<file path="config.mk">
export PLATFORM = sky130hd
export DESIGN_NAME = peak_average
export DESIGN_NICKNAME = d
export VERILOG_FILES = /design/src/rtl/peak_average.sv
export SDC_FILE = /design/constraint.sdc
export NUM_CORES = 2
export LEC_CHECK = 0
export BUFFER_PORTS_ARGS = -buffer_cell sky130_fd_sc_hd__buf_2
export CORE_UTILIZATION = 60
export CTS_CLUSTER_SIZE = 25
export DETAILED_ROUTE_END_ITERATION = 10
export PLACE_DENSITY = 0.85
export SLEW_MARGIN = 20
export SYNTH_ARGS = -nofsm -noshare
export SYNTH_HDL_FRONTEND = slang
export SYNTH_SLANG_ARGS = --single-unit
</file>
<file path="constraint.sdc">
create_clock -name clk -period 22.1 [get_ports clk]
set_input_delay 1.105 -clock clk [delete_from_list [all_inputs] [get_ports clk]]
set_output_delay 1.105 -clock clk [all_outputs]
set_load 0.05 [all_outputs]
</file>
<file path="src/rtl/peak_average.sv">
// peak_average: averages per-batch peak reports (freq, magnitude, phase
// relative to peak 0) over 2^AVG_LOG2 good batches and streams one
// averaged NPEAKS-entry packet per group.
//
// Stream semantics: no backpressure. An input entry is taken on every
// rising edge where sink_valid is high. An output entry is present on
// every cycle where source_valid is high. Between output packets the data
// buses hold their last value.
module peak_average #(
    parameter int NPEAKS   = 4,
    parameter int AVG_LOG2 = 3
) (
    input  logic        clk,
    input  logic        reset,
    input  logic        sink_sop,
    input  logic        sink_eop,
    input  logic        sink_valid,
    input  logic [31:0] sink_freq,
    input  logic [31:0] sink_mag,
    input  logic [31:0] sink_phase,
    output logic        source_sop,
    output logic        source_eop,
    output logic        source_valid,
    output logic [31:0] source_freq,
    output logic [31:0] source_mag,
    output logic [31:0] source_dphase,
    output logic        frame_err
);
    localparam int IDXW = (NPEAKS > 1) ? $clog2(NPEAKS) : 1;
    localparam int AW   = 32 + AVG_LOG2;
    localparam int CW   = AVG_LOG2 + 1;
    localparam logic [IDXW-1:0]   LAST_IDX  = IDXW'(NPEAKS - 1);
    localparam logic [CW-1:0]     CNT_LAST  = CW'((1 << AVG_LOG2) - 1);
    localparam logic signed [32:0] HALF_TURN = 33'sd46080;
    localparam logic signed [32:0] FULL_TURN = 33'sd92160;

    typedef enum logic {
        S_IDLE    = 1'b0,
        S_COLLECT = 1'b1
    } state_t;

    // Capture FSM state; kept as a named typed signal so checkers can bind to it.
    state_t          state, state_nxt;
    logic [IDXW-1:0] idx, idx_nxt;
    logic [31:0]     ref_phase, ref_nxt;

    // Per-entry decode of the incoming entry.
    logic [IDXW-1:0]    entry_idx;
    logic               is_last;
    logic signed [32:0] phase_diff;
    logic [31:0]        entry_dph;
    logic               accept;
    logic               commit;
    logic               err;
    logic               group_done;

    // Staged packet, accumulators and output snapshot.
    logic [31:0]          st_freq [NPEAKS];
    logic [31:0]          st_mag  [NPEAKS];
    logic [31:0]          st_dph  [NPEAKS];
    logic [31:0]          cv_freq [NPEAKS];
    logic [31:0]          cv_mag  [NPEAKS];
    logic [31:0]          cv_dph  [NPEAKS];
    logic signed [AW-1:0] acc_freq[NPEAKS];
    logic signed [AW-1:0] acc_mag [NPEAKS];
    logic signed [AW-1:0] acc_dph [NPEAKS];
    logic signed [AW-1:0] sum_freq[NPEAKS];
    logic signed [AW-1:0] sum_mag [NPEAKS];
    logic signed [AW-1:0] sum_dph [NPEAKS];
    logic [31:0]          avg_freq[NPEAKS];
    logic [31:0]          avg_mag [NPEAKS];
    logic [31:0]          avg_dph [NPEAKS];
    logic [31:0]          snap_freq[NPEAKS];
    logic [31:0]          snap_mag [NPEAKS];
    logic [31:0]          snap_dph [NPEAKS];
    logic [CW-1:0]        batch_cnt;
    logic                 out_busy;
    logic [IDXW-1:0]      out_idx;

    // Entry position and phase relative to peak 0, wrapped into [-180, 180) degrees.
    always_comb begin
        entry_idx  = sink_sop ? '0 : idx + IDXW'(1);
        is_last    = (entry_idx == LAST_IDX);
        phase_diff = $signed({sink_phase[31], sink_phase}) - $signed({ref_phase[31], ref_phase});
        if (phase_diff >= HALF_TURN) begin
            phase_diff = phase_diff - FULL_TURN;
        end else if (phase_diff < -HALF_TURN) begin
            phase_diff = phase_diff + FULL_TURN;
        end
        entry_dph = sink_sop ? 32'd0 : phase_diff[31:0];
    end

    // Capture FSM state register.
    always_ff @(posedge clk) begin
        if (!reset) begin
            state     <= S_IDLE;
            idx       <= '0;
            ref_phase <= '0;
        end else begin
            state     <= state_nxt;
            idx       <= idx_nxt;
            ref_phase <= ref_nxt;
        end
    end

    // Capture FSM next state: a sop always (re)starts, any packet end returns to IDLE.
    always_comb begin
        state_nxt = state;
        idx_nxt   = idx;
        ref_nxt   = ref_phase;
        if (sink_valid && (sink_sop || state == S_COLLECT)) begin
            if (sink_sop) begin
                ref_nxt = sink_phase;
            end
            if (is_last || sink_eop) begin
                state_nxt = S_IDLE;
                idx_nxt   = '0;
            end else begin
                state_nxt = S_COLLECT;
                idx_nxt   = entry_idx;
            end
        end
    end

    // Capture FSM outputs: store strobe, commit on a well-framed eop, framing errors.
    always_comb begin
        accept     = sink_valid && (sink_sop || state == S_COLLECT);
        commit     = accept && is_last && sink_eop;
        err        = (sink_valid && sink_sop && state == S_COLLECT) ||
                     (accept && (is_last != sink_eop));
        group_done = commit && (batch_cnt == CNT_LAST);
    end

    // Stage each accepted entry at its index.
    always_ff @(posedge clk) begin
        if (!reset) begin
            for (int i = 0; i < NPEAKS; i++) begin
                st_freq[i] <= '0;
                st_mag[i]  <= '0;
                st_dph[i]  <= '0;
            end
        end else if (accept) begin
            st_freq[entry_idx] <= sink_freq;
            st_mag[entry_idx]  <= sink_mag;
            st_dph[entry_idx]  <= entry_dph;
        end
    end

    // Committed packet (the completing entry is not yet staged) and running sums.
    always_comb begin
        for (int i = 0; i < NPEAKS; i++) begin
            if (IDXW'(i) == entry_idx) begin
                cv_freq[i] = sink_freq;
                cv_mag[i]  = sink_mag;
                cv_dph[i]  = entry_dph;
            end else begin
                cv_freq[i] = st_freq[i];
                cv_mag[i]  = st_mag[i];
                cv_dph[i]  = st_dph[i];
            end
            sum_freq[i] = acc_freq[i] + AW'($signed(cv_freq[i]));
            sum_mag[i]  = acc_mag[i]  + AW'($signed(cv_mag[i]));
            sum_dph[i]  = acc_dph[i]  + AW'($signed(cv_dph[i]));
            avg_freq[i] = 32'(sum_freq[i] >>> AVG_LOG2);
            avg_mag[i]  = 32'(sum_mag[i]  >>> AVG_LOG2);
            avg_dph[i]  = 32'(sum_dph[i]  >>> AVG_LOG2);
        end
    end

    // Accumulate committed packets; clear when the group completes.
    always_ff @(posedge clk) begin
        if (!reset) begin
            batch_cnt <= '0;
            for (int i = 0; i < NPEAKS; i++) begin
                acc_freq[i] <= '0;
                acc_mag[i]  <= '0;
                acc_dph[i]  <= '0;
            end
        end else if (commit) begin
            if (group_done) begin
                batch_cnt <= '0;
                for (int i = 0; i < NPEAKS; i++) begin
                    acc_freq[i] <= '0;
                    acc_mag[i]  <= '0;
                    acc_dph[i]  <= '0;
                end
            end else begin
                batch_cnt <= batch_cnt + CW'(1);
                for (int i = 0; i < NPEAKS; i++) begin
                    acc_freq[i] <= sum_freq[i];
                    acc_mag[i]  <= sum_mag[i];
                    acc_dph[i]  <= sum_dph[i];
                end
            end
        end
    end

    // Output sequencer: entry 0 straight from the averages, the rest from the snapshot.
    always_ff @(posedge clk) begin
        if (!reset) begin
            source_valid  <= 1'b0;
            source_sop    <= 1'b0;
            source_eop    <= 1'b0;
            source_freq   <= '0;
            source_mag    <= '0;
            source_dphase <= '0;
            out_busy      <= 1'b0;
            out_idx       <= '0;
            for (int i = 0; i < NPEAKS; i++) begin
                snap_freq[i] <= '0;
                snap_mag[i]  <= '0;
                snap_dph[i]  <= '0;
            end
        end else if (group_done) begin
            for (int i = 0; i < NPEAKS; i++) begin
                snap_freq[i] <= avg_freq[i];
                snap_mag[i]  <= avg_mag[i];
                snap_dph[i]  <= avg_dph[i];
            end
            source_valid  <= 1'b1;
            source_sop    <= 1'b1;
            source_eop    <= (NPEAKS == 1);
            source_freq   <= avg_freq[0];
            source_mag    <= avg_mag[0];
            source_dphase <= avg_dph[0];
            out_busy      <= (NPEAKS > 1);
            out_idx       <= (NPEAKS > 1) ? IDXW'(1) : '0;
        end else if (out_busy) begin
            source_valid  <= 1'b1;
            source_sop    <= 1'b0;
            source_eop    <= (out_idx == LAST_IDX);
            source_freq   <= snap_freq[out_idx];
            source_mag    <= snap_mag[out_idx];
            source_dphase <= snap_dph[out_idx];
            out_busy      <= (out_idx != LAST_IDX);
            out_idx       <= out_idx + IDXW'(1);
        end else begin
            source_valid <= 1'b0;
            source_sop   <= 1'b0;
            source_eop   <= 1'b0;
        end
    end

    // One-cycle frame error pulse after the offending entry.
    always_ff @(posedge clk) begin
        if (!reset) begin
            frame_err <= 1'b0;
        end else begin
            frame_err <= err;
        end
    end

endmodule
</file>
==> impl_metrics.json <==
{
  "crit_family": "compound AO/OA/AOI/OAI gates",
  "synth-edff-count": 1083,
  "worst_slew_pin_slew_ps": 1249,
  "via_per_inst": 6.441,
  "pwr-share-seq_pct": 46.2,
  "syn_nets": 7862,
  "grt_pass1_wl_um": 320100,
  "leakagePower_nw": 33.92,
  "synth-seq-area-share_pct": 49.60,
  "fin_crit_sh_pct": 39.90,
  "p_per_area_nw_per_um2": 74.05,
  "rows": 129,
  "pwr-share-clk_pct": 39.5,
  "hpwlAfterDp_um": 135400,
  "layout-drive-gt1-share_pct": 10.60,
  "final-setup-viol-count": 0,
  "cp-start-kind": "input port",
  "finalHoldViolations": 0,
  "vias": 58743,
  "cp_max_fo": 18,
  "drtPass1Iterations": 8,
  "clk_pin_slew_ps": 50,
  "clk_latency_ps": 790,
  "h-tree-depth": 4,
  "drt-wirelength-per-cell_um": 22.68,
  "yosysWarnings": 0,
  "antenna_found_initial": 9,
  "critical_path_arrival_ps": 9320,
  "crit_buf_inv": 3,
  "post_synth_inst_count": 7301,
  "hold_slack_ps": 451.1,
  "fin_setup_tns_ps": 0,
  "ant_nets": 0,
  "wl_met3_um": 20790,
  "ys_async_sr_fraction_pct": 0,
  "grt_start_max_net_pins": 182,
  "met1Wirelength_um": 79500,
  "final_nets": 7921,
  "cts_sinks": 1330,
  "wirelength_um": 206800,
  "rr_startpoint": "ref_phase[0]$_SDFFE_PN0P_",
  "synth_cell_type_count": 98,
  "clk_path_buf_depth": 3,
  "finalCriticalPeriod_ps": 8817,
  "worstReg2RegEnd": "snap_dph[2][31]$_SDFFCE_PN0P_",
  "drt_iter0_drc": 6697,
  "post_cts_resized": 0,
  "post-cts-setup-buffers": 0,
  "synth_area_um2": 75540,
  "cts_buffers": 143,
  "cp.required_ps": 22610,
  "rrSetupSlack_ps": 13420,
  "p_comb_share_pct": 14.2,
  "grtUsageTotal_pct": 32.09,
  "finalClockSkew_ps": 29.98,
  "status": "complete, no violations",
  "finalWeightedCongestion": 0.9186,
  "grt_pass1_vias": 57829,
  "areaGrowthSynthToFinish_pct": 9.464,
  "sw_frac_of_total_pct": 26.92,
  "critPathKind": "input port to flip-flop",
  "die-area_um2": 127300,
  "die_h_um": 356.8,
  "routed-wl-met2_um": 98020,
  "yosysTopAreaCell": "edfxtp_1",
  "synth_most_common_cell": "nor2_1",
  "cts_root_buffer": "clkbuf_16",
  "dpl-instance-area_um2": 77950,
  "worstHoldPathCells": 2,
  "power_mw": 6.123,
  "rsz0062_at_grt": "false",
  "min_to": "ref_phase[13]$_SDFFE_PN0P_",
  "relSlewSlack_pct": 16.26,
  "rr_worst_depth": 29,
  "max_freq_mhz": 113.4,
  "maxSlewViolCount": 0,
  "portBuffers": 200,
  "vdd_drop_max_mv": 0.08176,
  "syn_area_per_cell_um2": 10.35,
  "dieWidth_um": 356.8,
  "crit_path_top_delay_cell": "o41ai_4",
  "min_from": "ref_phase[13]$_SDFFE_PN0P_",
  "internal_power_mw": 4.475,
  "end_kind": "flip-flop",
  "synth_flop_cell": "edfxtp_1",
  "gr-total-overflow": 0,
  "synth.top_cell.area_share_pct": 43.05,
  "synthTopCellsByCount": "nor2_1 (1097), edfxtp_1 (1083), nand2_1 (764)",
  "synthTopCellsByArea": "edfxtp_1 (43%), ha_1 (7.4%), dfxtp_1 (6.5%)",
  "slowest_delay_ps": 850,
  "switchingPower_mw": 1.648,
  "start_util_pct": 60.78,
  "topRoutingLayerUsed": "met5",
  "final_area_um2": 82690,
  "cts_hold_buf": 0,
  "maxCapViolCount": 0,
  "drc": 0,
  "tritoncts": "yes",
  "ios": 201,
  "synth_seq_cells": 1330,
  "core_area_um2": 124300,
  "hold_path.class": "flip-flop to flip-flop"
}
## state kept, by name, indices dropped and copies added, names as in the netlist, 2 cells and up
signal,flops
snap_freq,128
acc_mag,140
st_dph,128
source_freq,32
ref_phase,32
st_freq,128
source_mag,32
snap_dph,128
acc_freq,140
snap_mag,128
source_dphase,32
st_mag,128
out_idx,2
idx,2
batch_cnt,4
acc_dph,140
## power groups by stage
| stage | registers [mW] | logic (mW) | clock network, mW |
|---|---|---|---|
| after detailed placement | 2.88 | 0.840 | 0 |
| after CTS | 2.83 | 0.852 | 2.43 |
| after floorplan | 2.89 | 0.599 | 0 |
| after global routing | 2.84 | 0.941 | 2.52 |
| final | 2.83 | 0.872 | 2.42 |
| after global placement | 2.88 | 0.814 | 0 |
## per-stage QoR
step / std cells / utilization (%) / setup slack, ps
detailed placement: 8851 / 62.72 / 12660
global placement: 8851 / 62.72 / 12840
floorplan: 7301 / - / 8635
global route: 9118 / 66.53 / 12720
CTS: 9116 / 66.50 / 13470
finish: 9120 / 66.53 / 13280
## worst min-delay path, stage by stage, from the launching register on
cell,delay [ps]
dfxtp_1,300
nand2_1,50
a21oi_1,50
## per-layer routing
| metal | up-vias | track usage [%] |
|---|---|---|
| met2 | 3199 | 52.78 |
| met5 | - | 0 |
| li1 | 26514 | - |
| met4 | 4 | 13.42 |
| met1 | 28463 | 41.88 |
| met3 | 563 | 5.857 |
## cells in the final DEF, fill, tap and decap left out, drive strengths merged, types with 41 or more instances in the layout
cell type,count
nor2b,121
xor2,177
nand2,765
and3,193
nor2,1097
ha,447
edfxtp,1083
xnor2,225
and2,204
o21ai,302
a211oi,147
a21oi,462
nor3,68
o21bai,81
nand2b,88
a22oi,41
buf,266
a21o,211
mux2,132
mux4,96
inv,176
nand3,68
o21a,45
clkinv,45
dfxtp,247
clkbuf,205
## worst max-delay path by stage
stage	startpoint	endpoint	slack (ps)	cells after the start
final	sink_phase[0]	snap_dph[2][31]$_SDFFCE_PN0P_	13280	31
after global routing	sink_phase[0]	snap_dph[2][31]$_SDFFCE_PN0P_	12720	34
after CTS	sink_phase[0]	snap_dph[2][31]$_SDFFCE_PN0P_	13470	32
after detailed placement	sink_phase[0]	snap_dph[2][31]$_SDFFCE_PN0P_	12660	32
after global placement	sink_phase[0]	snap_dph[2][31]$_SDFFCE_PN0P_	12840	34
after floorplan	sink_sop	snap_dph[0][0]$_SDFFCE_PN0P_	8640	7
## cell families (layout without fill, tap and decap cells)
logic type | after synthesis | after routing | share of synthesized area (%)
AOI/OAI and AO/OA | 1575 | 1575 | 13.50
xor gates and xnor gates | 408 | 408 | 4.848
adders and majority gates | 460 | 460 | 7.748
buffers and inverters | 523 | 702 | 2.610
DFF | 1330 | 1330 | 49.60
muxes | 250 | 250 | 5.121
other | 0 | 3 | 0
and+or+nand+nor | 2755 | 2755 | 16.58
## area by class of cell
class | count | area (um2)
Clock inverter | 60 | 594.3
Timing Repair Buffer | 266 | 1562
Clock buffer | 205 | 4098
Inverter | 171 | 656.9
Fill cell | 8936 | 41590
Tap cell | 1637 | 2048
Antenna cell | 3 | 7.507
Multi-Input combinational cell | 5448 | 36250
Sequential cell | 1330 | 37480
Power figures use the tool's default switching activity.
